<file path="config.mk">
export PLATFORM = sky130hd
export DESIGN_NAME = snn_input_loader
export DESIGN_NICKNAME = d
export VERILOG_FILES = /design/src/rtl/snn_input_loader.sv
export SDC_FILE = /design/constraint.sdc
export NUM_CORES = 1
export LEC_CHECK = 0
export BUFFER_PORTS_ARGS = -buffer_cell sky130_fd_sc_hd__clkbuf_2
export CAP_MARGIN = 40
export CORE_MARGIN = 10
export CORE_UTILIZATION = 50
export DETAILED_ROUTE_END_ITERATION = 12
export PLACE_DENSITY = 0.85
export SLEW_MARGIN = 20
export SYNTH_ARGS = -nofsm -noshare
export SYNTH_HDL_FRONTEND = slang
export SYNTH_SLANG_ARGS = --single-unit
</file>
<file path="constraint.sdc">
create_clock -name i_clk -period 2.1 [get_ports i_clk]
set_input_delay 0 -clock i_clk [delete_from_list [all_inputs] [get_ports i_clk]]
set_output_delay 0 -clock i_clk [all_outputs]
set_load 0.02 [all_outputs]
</file>
<file path="src/rtl/snn_input_loader.sv">
// snn_input_loader: unpacks UART bytes into single-bit pixel writes for the
// 784 x 1 input RAM, then hands the RAM address mux to snn_core and pulses
// its start once a full image has been stored.
module snn_input_loader #(
  parameter int NUM_BITS = 784,
  parameter int ADDR_W   = 10
) (
  input  logic              i_clk,
  input  logic              i_rst,
  input  logic              i_rx_rdy,
  input  logic [7:0]        i_rx_data,
  input  logic [ADDR_W-1:0] i_core_addr,
  input  logic              i_core_done,
  output logic              o_ram_we,
  output logic [ADDR_W-1:0] o_ram_addr,
  output logic              o_ram_data,
  output logic              o_core_start,
  output logic              o_busy,
  output logic              o_overrun
);

  typedef enum logic [1:0] {
    S_IDLE  = 2'd0,
    S_WRITE = 2'd1,
    S_START = 2'd2,
    S_RUN   = 2'd3
  } state_t;

  // Address of the final pixel; writing it completes the frame.
  localparam logic [ADDR_W-1:0] LP_LAST_PIX = ADDR_W'(NUM_BITS - 1);

  state_t            r_state, w_state_nxt;
  logic [ADDR_W-1:0] r_pix_cnt, w_pix_cnt_nxt;
  logic [2:0]        r_bit_cnt, w_bit_cnt_nxt;
  logic              r_hold_vld, w_hold_vld_nxt;
  logic              r_overrun, w_overrun_nxt;
  logic [7:0]        r_sh, w_sh_nxt;
  logic [7:0]        r_hold, w_hold_nxt;

  // Next-state, datapath and output decode for the load/start/run sequence.
  always_comb begin
    w_state_nxt    = r_state;
    w_pix_cnt_nxt  = r_pix_cnt;
    w_bit_cnt_nxt  = r_bit_cnt;
    w_hold_vld_nxt = r_hold_vld;
    w_overrun_nxt  = r_overrun;
    w_sh_nxt       = r_sh;
    w_hold_nxt     = r_hold;
    o_ram_we       = 1'b0;
    o_ram_data     = 1'b0;
    o_core_start   = 1'b0;
    o_ram_addr     = r_pix_cnt;

    case (r_state)
      S_IDLE: begin
        if (i_rx_rdy) begin
          w_sh_nxt      = i_rx_data;
          w_bit_cnt_nxt = 3'd0;
          w_state_nxt   = S_WRITE;
          // First byte of a fresh frame starts a clean overrun history.
          if (r_pix_cnt == '0) w_overrun_nxt = 1'b0;
        end
      end

      S_WRITE: begin
        o_ram_we      = 1'b1;
        o_ram_data    = r_sh[0];
        w_sh_nxt      = {1'b0, r_sh[7:1]};
        w_pix_cnt_nxt = r_pix_cnt + 1'b1;
        w_bit_cnt_nxt = r_bit_cnt + 1'b1;
        if (r_bit_cnt == 3'd7) begin
          if (r_pix_cnt == LP_LAST_PIX) begin
            // Frame complete: anything queued or arriving now belongs to no
            // frame the core can accept, so it is dropped.
            w_state_nxt    = S_START;
            w_hold_vld_nxt = 1'b0;
            if (r_hold_vld || i_rx_rdy) w_overrun_nxt = 1'b1;
          end else if (r_hold_vld) begin
            // Consume the held byte with no bubble; a coincident byte refills hold.
            w_sh_nxt = r_hold;
            if (i_rx_rdy) begin
              w_hold_nxt     = i_rx_data;
              w_hold_vld_nxt = 1'b1;
            end else begin
              w_hold_vld_nxt = 1'b0;
            end
          end else if (i_rx_rdy) begin
            // Byte arriving on the last bit goes straight into the shifter.
            w_sh_nxt = i_rx_data;
          end else begin
            w_state_nxt = S_IDLE;
          end
        end else if (i_rx_rdy) begin
          if (!r_hold_vld) begin
            w_hold_nxt     = i_rx_data;
            w_hold_vld_nxt = 1'b1;
          end else begin
            w_overrun_nxt = 1'b1;
          end
        end
      end

      S_START: begin
        o_core_start  = 1'b1;
        o_ram_addr    = i_core_addr;
        w_pix_cnt_nxt = '0;
        w_state_nxt   = S_RUN;
        if (i_rx_rdy) w_overrun_nxt = 1'b1;
      end

      S_RUN: begin
        o_ram_addr = i_core_addr;
        if (i_rx_rdy) w_overrun_nxt = 1'b1;
        if (i_core_done) w_state_nxt = S_IDLE;
      end

      default: w_state_nxt = S_IDLE;
    endcase
  end

  assign o_busy    = (r_pix_cnt != '0) || (r_state != S_IDLE);
  assign o_overrun = r_overrun;

  // Control state with asynchronous reset; reset abandons any partial frame.
  always_ff @(posedge i_clk or posedge i_rst) begin
    if (i_rst) begin
      r_state    <= S_IDLE;
      r_pix_cnt  <= '0;
      r_bit_cnt  <= 3'd0;
      r_hold_vld <= 1'b0;
      r_overrun  <= 1'b0;
    end else begin
      r_state    <= w_state_nxt;
      r_pix_cnt  <= w_pix_cnt_nxt;
      r_bit_cnt  <= w_bit_cnt_nxt;
      r_hold_vld <= w_hold_vld_nxt;
      r_overrun  <= w_overrun_nxt;
    end
  end

  // Byte shifter and hold buffer; contents only matter while qualified by control.
  always_ff @(posedge i_clk) begin
    r_sh   <= w_sh_nxt;
    r_hold <= w_hold_nxt;
  end

endmodule

</file>
Yosys cells after proc, flatten, opt, wreduce, memory -nomap -nowiden
Index checks and enable logic that the tools add are counted.
- flip-flop bits (word level): 33
- bits of input ports: 22
- output and inout bits: 15
- logic and storage cells: 82
- add/subtract/negate cells: 2
- eq/ne operators: 20
- muxes and demuxes: 38
- reduce and logical (&&, ||, !) cells: 15
- operator list (cell ; number):
    8-bit two-way mux ; 10
    10-bit one-hot mux with 2 select lines ; 1
    3-bit != test (second input constant) ; 6
    8-bit one-hot mux with 2 select lines ; 1
    1-bit two-way mux ; 15
    2-bit two-way mux ; 6
    2-bit != test (second input constant) ; 6
    10-bit by 1-bit adder with 10-bit output (second input constant) ; 1
    10-bit == test (second input constant) ; 1
    10-bit logical NOT ; 1
    10-bit two-way mux ; 1
    10-bit nonzero test ; 1
    2-bit one-hot mux with 4 select lines ; 1
    2-bit nonzero test ; 4
    7-bit AND reduction ; 1
    3-bit one-hot mux with 2 select lines ; 1
    6-bit AND reduction ; 1
    5-bit AND reduction ; 1
    2-bit == test (second input constant) ; 2
    2-bit by 1-bit != test with 1-bit output (second input constant) ; 2
    2-bit AND reduction ; 2
    3-bit by 1-bit adder with 3-bit output (second input constant) ; 1
    3-bit == test (second input constant) ; 1
    3-bit two-way mux ; 1
    6 further kinds ; 7

Logic depth before layout (Yosys ltp)
Gate-level depths: netlist of the first run.
- word-level depth: 5
- depth in mapped cells: 7
- gate-level depth less buffers: 6

Least setup slack after synthesis of the first run
No wires, ideal clock.
- path kind: register to register
- from: reg (tool-made name)
- to: reg r_hold[0], enable pin
- library setup time: 0.332 ns
- data arrival time: 1.738 ns
- required time: 1.768 ns
- slack: 0.030 ns
- cell stages (with the launch flop): 6
- path buffers: 2
- clock period less this slack: 2.070 ns
- path through: dfrtp_1 > inv_1 > ha_1 > clkbuf_1 > clkbuf_1 > and3_1
- RTL lines (item ; RTL line ; RTL):
    to (signal assigned) ; 144 ; r_hold <= w_hold_nxt;
    to (decl) ; 38 ; logic [7:0] r_hold, w_hold_nxt;

==> flow_summary.toml, run 1 <==
[run_status]
outcome = "completed"

[sta]
worstMarginPinSlew_ns = 0.6577
tns_ns = 0
fin_crit_sh_pct = 96.03
fin_skew_ns = 0.01105
layout_min_cycle_time_ns = 2.017
maximum_achievable_frequency_ghz = 0.4959
slew_headroom_pct = 56.10
final-hold-violation-count = 0
final-max-slew-violation-count = 0
unrepaired_setup_endpoints_after_global_routing = "true"
final_layout_worst_hold_slack_ns = 0.09813
setup_slack_ns = 0.08339
finalSetupViolations = 0

[synth]
largest_family_of_logic_cells_by_synthesized_area = "compound AO/OA/AOI/OAI gates"
post_synth_fa_ha_maj_area_fraction_pct = 5.818
synthSimpleGateAreaFrac_pct = 14.87
netlist_area_um2 = 1936
synthArstFlopShare_pct = 51.52
synth_edf_count = 16
syn_area_per_cell_um2 = 10.52
synth_ff_type = "sky130_fd_sc_hd__dfrtp_1"
synth_xor_xnor_area_share_pct = 0.9050
share_of_synthesized_area_occupied_by_flip_flops_and_latches_pct = 46.80
synth-compound-area-share_pct = 18.68
synthesis.nets = 215
flip_flop_and_latch_count_after_synthesis = 33
synth.mux.area_fraction_pct = 7.886
yosys_warnings = 0
ys_types = 42
netlist_instances = 184

[cells_and_area]
area_used_by_multi_input_combinational_logic_um2 = 959.7
top_library_cells_by_usage_in_the_layout_fill_and_taps_aside = "sky130_fd_sc_hd__clkbuf_2 (36), sky130_fd_sc_hd__dfrtp_1 (17), sky130_fd_sc_hd__edfxtp_1 (16)"
final.fill_count = 306
post_layout_nonfiller_instances = 288
antenna_cells = 0
ff_latch_area_um2 = 905.9
nets = 270
layout.cells.most_common = "sky130_fd_sc_hd__clkbuf_2"
layout.core_utilization_pct = 65.08
layout-drive-gt1-share_pct = 32.08
fin_area_um2 = 2419
area.growth.synth_to_final_pct = 24.95

[power]
leakagePower_nw = 1.017
total_power_mw = 2.823
pwr_density_cell_nw_per_um2 = 1167
vdd_drop_max_mv = 0.8489

[placed_design]
placed_cells = 271
place.port_buffers = 36
gp_congestion = 0.8693
dp_hpwl_mm = 3.293
dp_worst_setup_slack_ns = 0.07418
cell_area_after_placement_um2 = 2221

[critical_path]
r2r_start = "r_pix_cnt[4]"
cpLargestDelayFamily = "simple AND/OR/NAND/NOR gates"
critPathLaunchType = "register"
worstRegToRegCells = 5
timing.critical_path.slowest_stage_cell = "sky130_fd_sc_hd__or4_4"
cp_num_buf_inv = 1
worstPathCellList = "or4_4, buf_4, nor4_1, o21bai_1, a221o_2"
crit_path_max_incr_delay_ns = 0.54
regToRegSetupSlack_ns = 0.08
critical_path_class = "register to register"
worst_setup_path_startpoint = "r_pix_cnt[4]"
critPathRequiredTime_ns = 2.25
cp_max_fo = 6
worst-endpoint-arrival_ns = 2.17
endpoint_kind = "register"

[routing]
detailedRoute.firstIterationViolations = 106
num_vias = 1599
antenna_violating_nets_post_route = 0
wl_per_cell_um = 15.00
drtPass1Iterations = 4
route.final.wire_length_mm = 4.321
post_drt_via_cell_ratio = 5.552
drc_errors = 0

[grt]
first_pass_grt_wire_length_mm = 7.293
largest_net_degree_at_the_start_of_global_routing = 18
via_count_of_the_first_global_routing_pass = 1589
grt_antenna_before_repair = 0
overflow = 0
global_route.usage.total_pct = 13.41

[worst_hold_path]
worst_hold_path.endpoint = "r_hold_vld"
min_delay_path_depth = 2
timing.hold.worst.start = "i_rx_rdy"
type_of_the_worst_min_delay_path = "primary input to register"

[floorplanning]
die_area_um2 = 6760
io_pins = 37
start_util_pct = 52.09
row_count = 22
die_h_um = 82.22
core_region_area_um2 = 3716
die_width_um = 82.22

[clocking]
cts_root_buf = "sky130_fd_sc_hd__clkbuf_8"
clock-sinks = 33
clock_latency_ns = 0.28
tritoncts = "built"
worst_setup_hold_path_clk_slew_ns = 0.07
h-tree-depth = 2
clk_path_buf_depth = 2
numCtsBuffers = 5

[run]
cap_viol_max_count = 0
## registers in the layout, summed over array words and instances, names as in the netlist, named ones only
name	flops
o_overrun	1
r_bit_cnt	3
r_hold	8
r_hold_vld	1
r_pix_cnt	10
r_sh	8
r_state	1
## logic make-up (layout without fill, tap and decap cells)
kind of cell | count (synthesis) | after routing
AND/OR/NAND/NOR | 55 | 55
adder cells (fa/ha/maj) | 9 | 9
flip-flops | 33 | 33
buffers and inverters | 22 | 78
XOR/XNOR | 2 | 2
multiplexers | 14 | 14
AO/OA/AOI/OAI | 49 | 49
## power breakdown
group | switching, mW | total, mW | internal [mW] | leakage [nW]
sequential | 0.122 | 1.05 | 0.927 | 0.362
clock | 0.209 | 0.439 | 0.230 | 0.0399
combinational | 0.780 | 1.33 | 0.554 | 0.615
## area by class of cell
class,count,area share [%]
multi-input cells,129,39.68
inverters,12,1.862
well taps,48,2.483
clock inverters,1,0.1552
flip-flops and latches,33,37.45
repair buffers,58,15.21
clock buffers,7,3.156
## worst max path at each step
| stage | to | cells past startpoint |
|---|---|---|
| after CTS | register | 5 |
| after detailed placement | r_sh[4] | 4 |
| after global routing | register | 6 |
| final | register | 5 |
| after floorplan | r_hold[0] | 5 |
| after global placement | r_sh[6] | 4 |
## worst register-to-register path, stage by stage, from the launching register on
cell                       delay (ns)
sky130_fd_sc_hd__dfrtp_1         0.39
sky130_fd_sc_hd__or4_4           0.54
sky130_fd_sc_hd__buf_4           0.18
sky130_fd_sc_hd__nor4_1          0.24
sky130_fd_sc_hd__o21bai_1        0.15
sky130_fd_sc_hd__a221o_2         0.40
## cell usage after synthesis, types with 3 or more instances
library cell / instances / area (um^2)
sky130_fd_sc_hd__or3_1: 3 / 18.77
sky130_fd_sc_hd__clkbuf_1: 8 / 30.03
sky130_fd_sc_hd__mux2_2: 10 / 112.6
sky130_fd_sc_hd__ha_1: 9 / 112.6
sky130_fd_sc_hd__o21ai_0: 11 / 55.05
sky130_fd_sc_hd__o31ai_1: 5 / 37.54
sky130_fd_sc_hd__nand3_1: 4 / 20.02
sky130_fd_sc_hd__nor4_1: 3 / 18.77
sky130_fd_sc_hd__nor3_1: 16 / 80.08
sky130_fd_sc_hd__dfrtp_1: 17 / 425.4
sky130_fd_sc_hd__nand2_1: 11 / 41.29
sky130_fd_sc_hd__mux2i_1: 4 / 40.04
sky130_fd_sc_hd__inv_1: 12 / 45.04
sky130_fd_sc_hd__nor2_1: 6 / 22.52
sky130_fd_sc_hd__a211oi_1: 7 / 52.55
sky130_fd_sc_hd__edfxtp_1: 16 / 480.5
sky130_fd_sc_hd__a21oi_1: 10 / 50.05
## routing by layer
metal	share of wire (%)	vias up	GRT usage, %
met2	48	61	21.38
met4	1.5	0	3.912
li1	-	800	-
met1	43	730	16.72
met3	7.5	8	4.752
met5	0	-	0
## what timing repair did
item / in CTS / in global routing
setup endpoints to repair: 0 / 9
hold buffers: 9 / 0
gates resized for setup: 0 / 7
setup buffers: 0 / 0
endpoints found under the hold margin: 25 / 0
Power figures use the tool's default switching activity.
==> inputs of run 2 (changes only) <==
Settings changed: CORE_UTILIZATION 50 to 45, PLACE_DENSITY 0.85 to 0.79, REMOVE_ABC_BUFFERS set to 1.
==> run 2 against run 1 <==
Compared with the run above: sequential cell count did not move; critical path depth rose by 1; via count rose by 2.8%; hold slack improved by 0.0089 ns; die area rose by 8.4%; utilization fell by 6.0 points; power fell by 0.71%; sequential power barely moved; clock power rose by 5.7%; first-iteration DRC count fell by 18%; clock-buffer cell count did not move.
==> flow_summary.toml, run 2 (synthesis gave the netlist of run 1 again) <==
[critical_path]
endpoint_kind = "register"
critPathLaunchType = "register"
critPathRequiredTime_ns = 2.20
critical_path_class = "register to register"
cp_max_fo = 8
worst-endpoint-arrival_ns = 2.16

[clocking]
h-tree-depth = 2
clock_latency_ns = 0.29
numCtsBuffers = 5
clock-sinks = 33
worst_setup_hold_path_clk_slew_ns = 0.07
cts_root_buf = "sky130_fd_sc_hd__clkbuf_8"
tritoncts = "built"
clk_path_buf_depth = 2

[sta]
final-hold-violation-count = 0
final_layout_worst_hold_slack_ns = 0.1071
final-max-slew-violation-count = 0
layout_min_cycle_time_ns = 2.058
maximum_achievable_frequency_ghz = 0.4859
unrepaired_setup_endpoints_after_global_routing = "false"
fin_skew_ns = 0.01165
slew_headroom_pct = 53.84
fin_crit_sh_pct = 98.01
worstMarginPinSlew_ns = 0.6916
finalSetupViolations = 0

[routing]
antenna_violating_nets_post_route = 0
drtPass1Iterations = 5
detailedRoute.firstIterationViolations = 87
drc_errors = 0
post_drt_via_cell_ratio = 5.649
wl_per_cell_um = 15.71
num_vias = 1644
route.final.wire_length_mm = 4.571

[grt]
overflow = 0
largest_net_degree_at_the_start_of_global_routing = 18
via_count_of_the_first_global_routing_pass = 1702
global_route.usage.total_pct = 12.76
first_pass_grt_wire_length_mm = 7.852
grt_antenna_before_repair = 0

[cells_and_area]
nets = 271
layout_top_registers = "r_pix_cnt (10), r_hold (8), r_sh (8)"
post_layout_nonfiller_instances = 291
final.fill_count = 365
ff_latch_area_um2 = 905.9
layout-drive-gt1-share_pct = 31.54
antenna_cells = 0
largest_register = "r_pix_cnt"
layout.cells.most_common = "sky130_fd_sc_hd__clkbuf_2"
top_library_cells_by_usage_in_the_layout_fill_and_taps_aside = "sky130_fd_sc_hd__clkbuf_2 (36), sky130_fd_sc_hd__dfrtp_1 (17), sky130_fd_sc_hd__nor3_1 (16), sky130_fd_sc_hd__edfxtp_1 (16), sky130_fd_sc_hd__buf_4 (14)"
area.growth.synth_to_final_pct = 24.76
area_used_by_multi_input_combinational_logic_um2 = 944.7
flip_flop_count_of_the_largest_register_after_layout = 10

[floorplanning]
die_area_um2 = 7325
core_region_area_um2 = 4086
die_width_um = 85.59
die_h_um = 85.59
io_pins = 37
row_count = 23
start_util_pct = 47.37

[placed_design]
placed_cells = 273
gp_congestion = 0.8632
place.port_buffers = 36
dp_hpwl_mm = 3.450

[power]
leakagePower_nw = 1.018
pwr_density_cell_nw_per_um2 = 1161
total_power_mw = 2.803
vdd_drop_max_mv = 0.6720

[run]
cap_viol_max_count = 0

[run_status]
outcome = "completed"

[worst_hold_path]
type_of_the_worst_min_delay_path = "primary input to register"
run 2: cell type report:
class                   instances  area share (%)
clock buffers                   7           3.161
clock inverters                 1          0.2073
inverters                      12           1.865
multi-input cells             129           39.12
flip-flops and latches         33           37.51
well taps                      50           2.591
repair buffers                 59           15.54
run 2: timing repair:
| action | 4_1_cts | 5_1_grt |
|---|---|---|
| gates resized for setup | 0 | 4 |
| endpoints found under the hold margin | 25 | 0 |
| hold buffers | 9 | 0 |
| setup buffers | 0 | 1 |
| endpoints found under the setup margin | 0 | 18 |
run 2: worst max-delay path, stage by stage (launching register included):
cell,delay [ns]
sky130_fd_sc_hd__dfrtp_1,0.38
sky130_fd_sc_hd__or4_1,0.53
sky130_fd_sc_hd__buf_4,0.19
sky130_fd_sc_hd__o311ai_4,0.26
sky130_fd_sc_hd__buf_4,0.20
sky130_fd_sc_hd__a21oi_1,0.08
sky130_fd_sc_hd__nor3_1,0.23
run 2: path summary, 6_finish.rpt:
path	startpoint	end	slack (ns)	cells past startpoint
worst max register to register	r_pix_cnt[4]	r_sh[2]	0.04	6
max in group asynchronous	i_rst	r_bit_cnt[2]	1.31	3
worst max-delay path	r_pix_cnt[4]	r_sh[2]	0.04	6
worst min-delay path	i_rx_rdy	r_hold_vld	0.11	2
worst min register to register	r_bit_cnt[1]	r_bit_cnt[1]	0.50	1
min in group asynchronous	i_rst	r_hold_vld	0.34	3
run 2: stage by stage:
step / utilization [%] / instance area [um^2] / setup TNS [ns] / setup WS, ns
6_report: 59.09 / 2415 / 0 / 0.04178
3_5_place_dp: 54.41 / 2223 / 0 / 0.09948
4_1_cts: 58.60 / 2395 / 0 / 0.05215
2_1_floorplan: - / 1883 / -0.05223 / -0.006529
3_3_place_gp: 54.41 / 2223 / 0 / 0.1461
5_1_grt: 59.09 / 2415 / 0 / 0.008168
run 2: power breakdown:
part           switching, mW  internal [mW]
Combinational          0.779          0.511
Clock                  0.232          0.233
Sequential             0.122          0.927
Total                   1.13           1.67
run 2: per-layer routing:
metal  routed length [um]  track usage (%)  up-vias
li1                     -                -      803
met1                 2022            14.97      752
met2                 2116            20.71       79
met3                  360            4.541       10
met4                   72            5.090        0
met5                    0                0        -
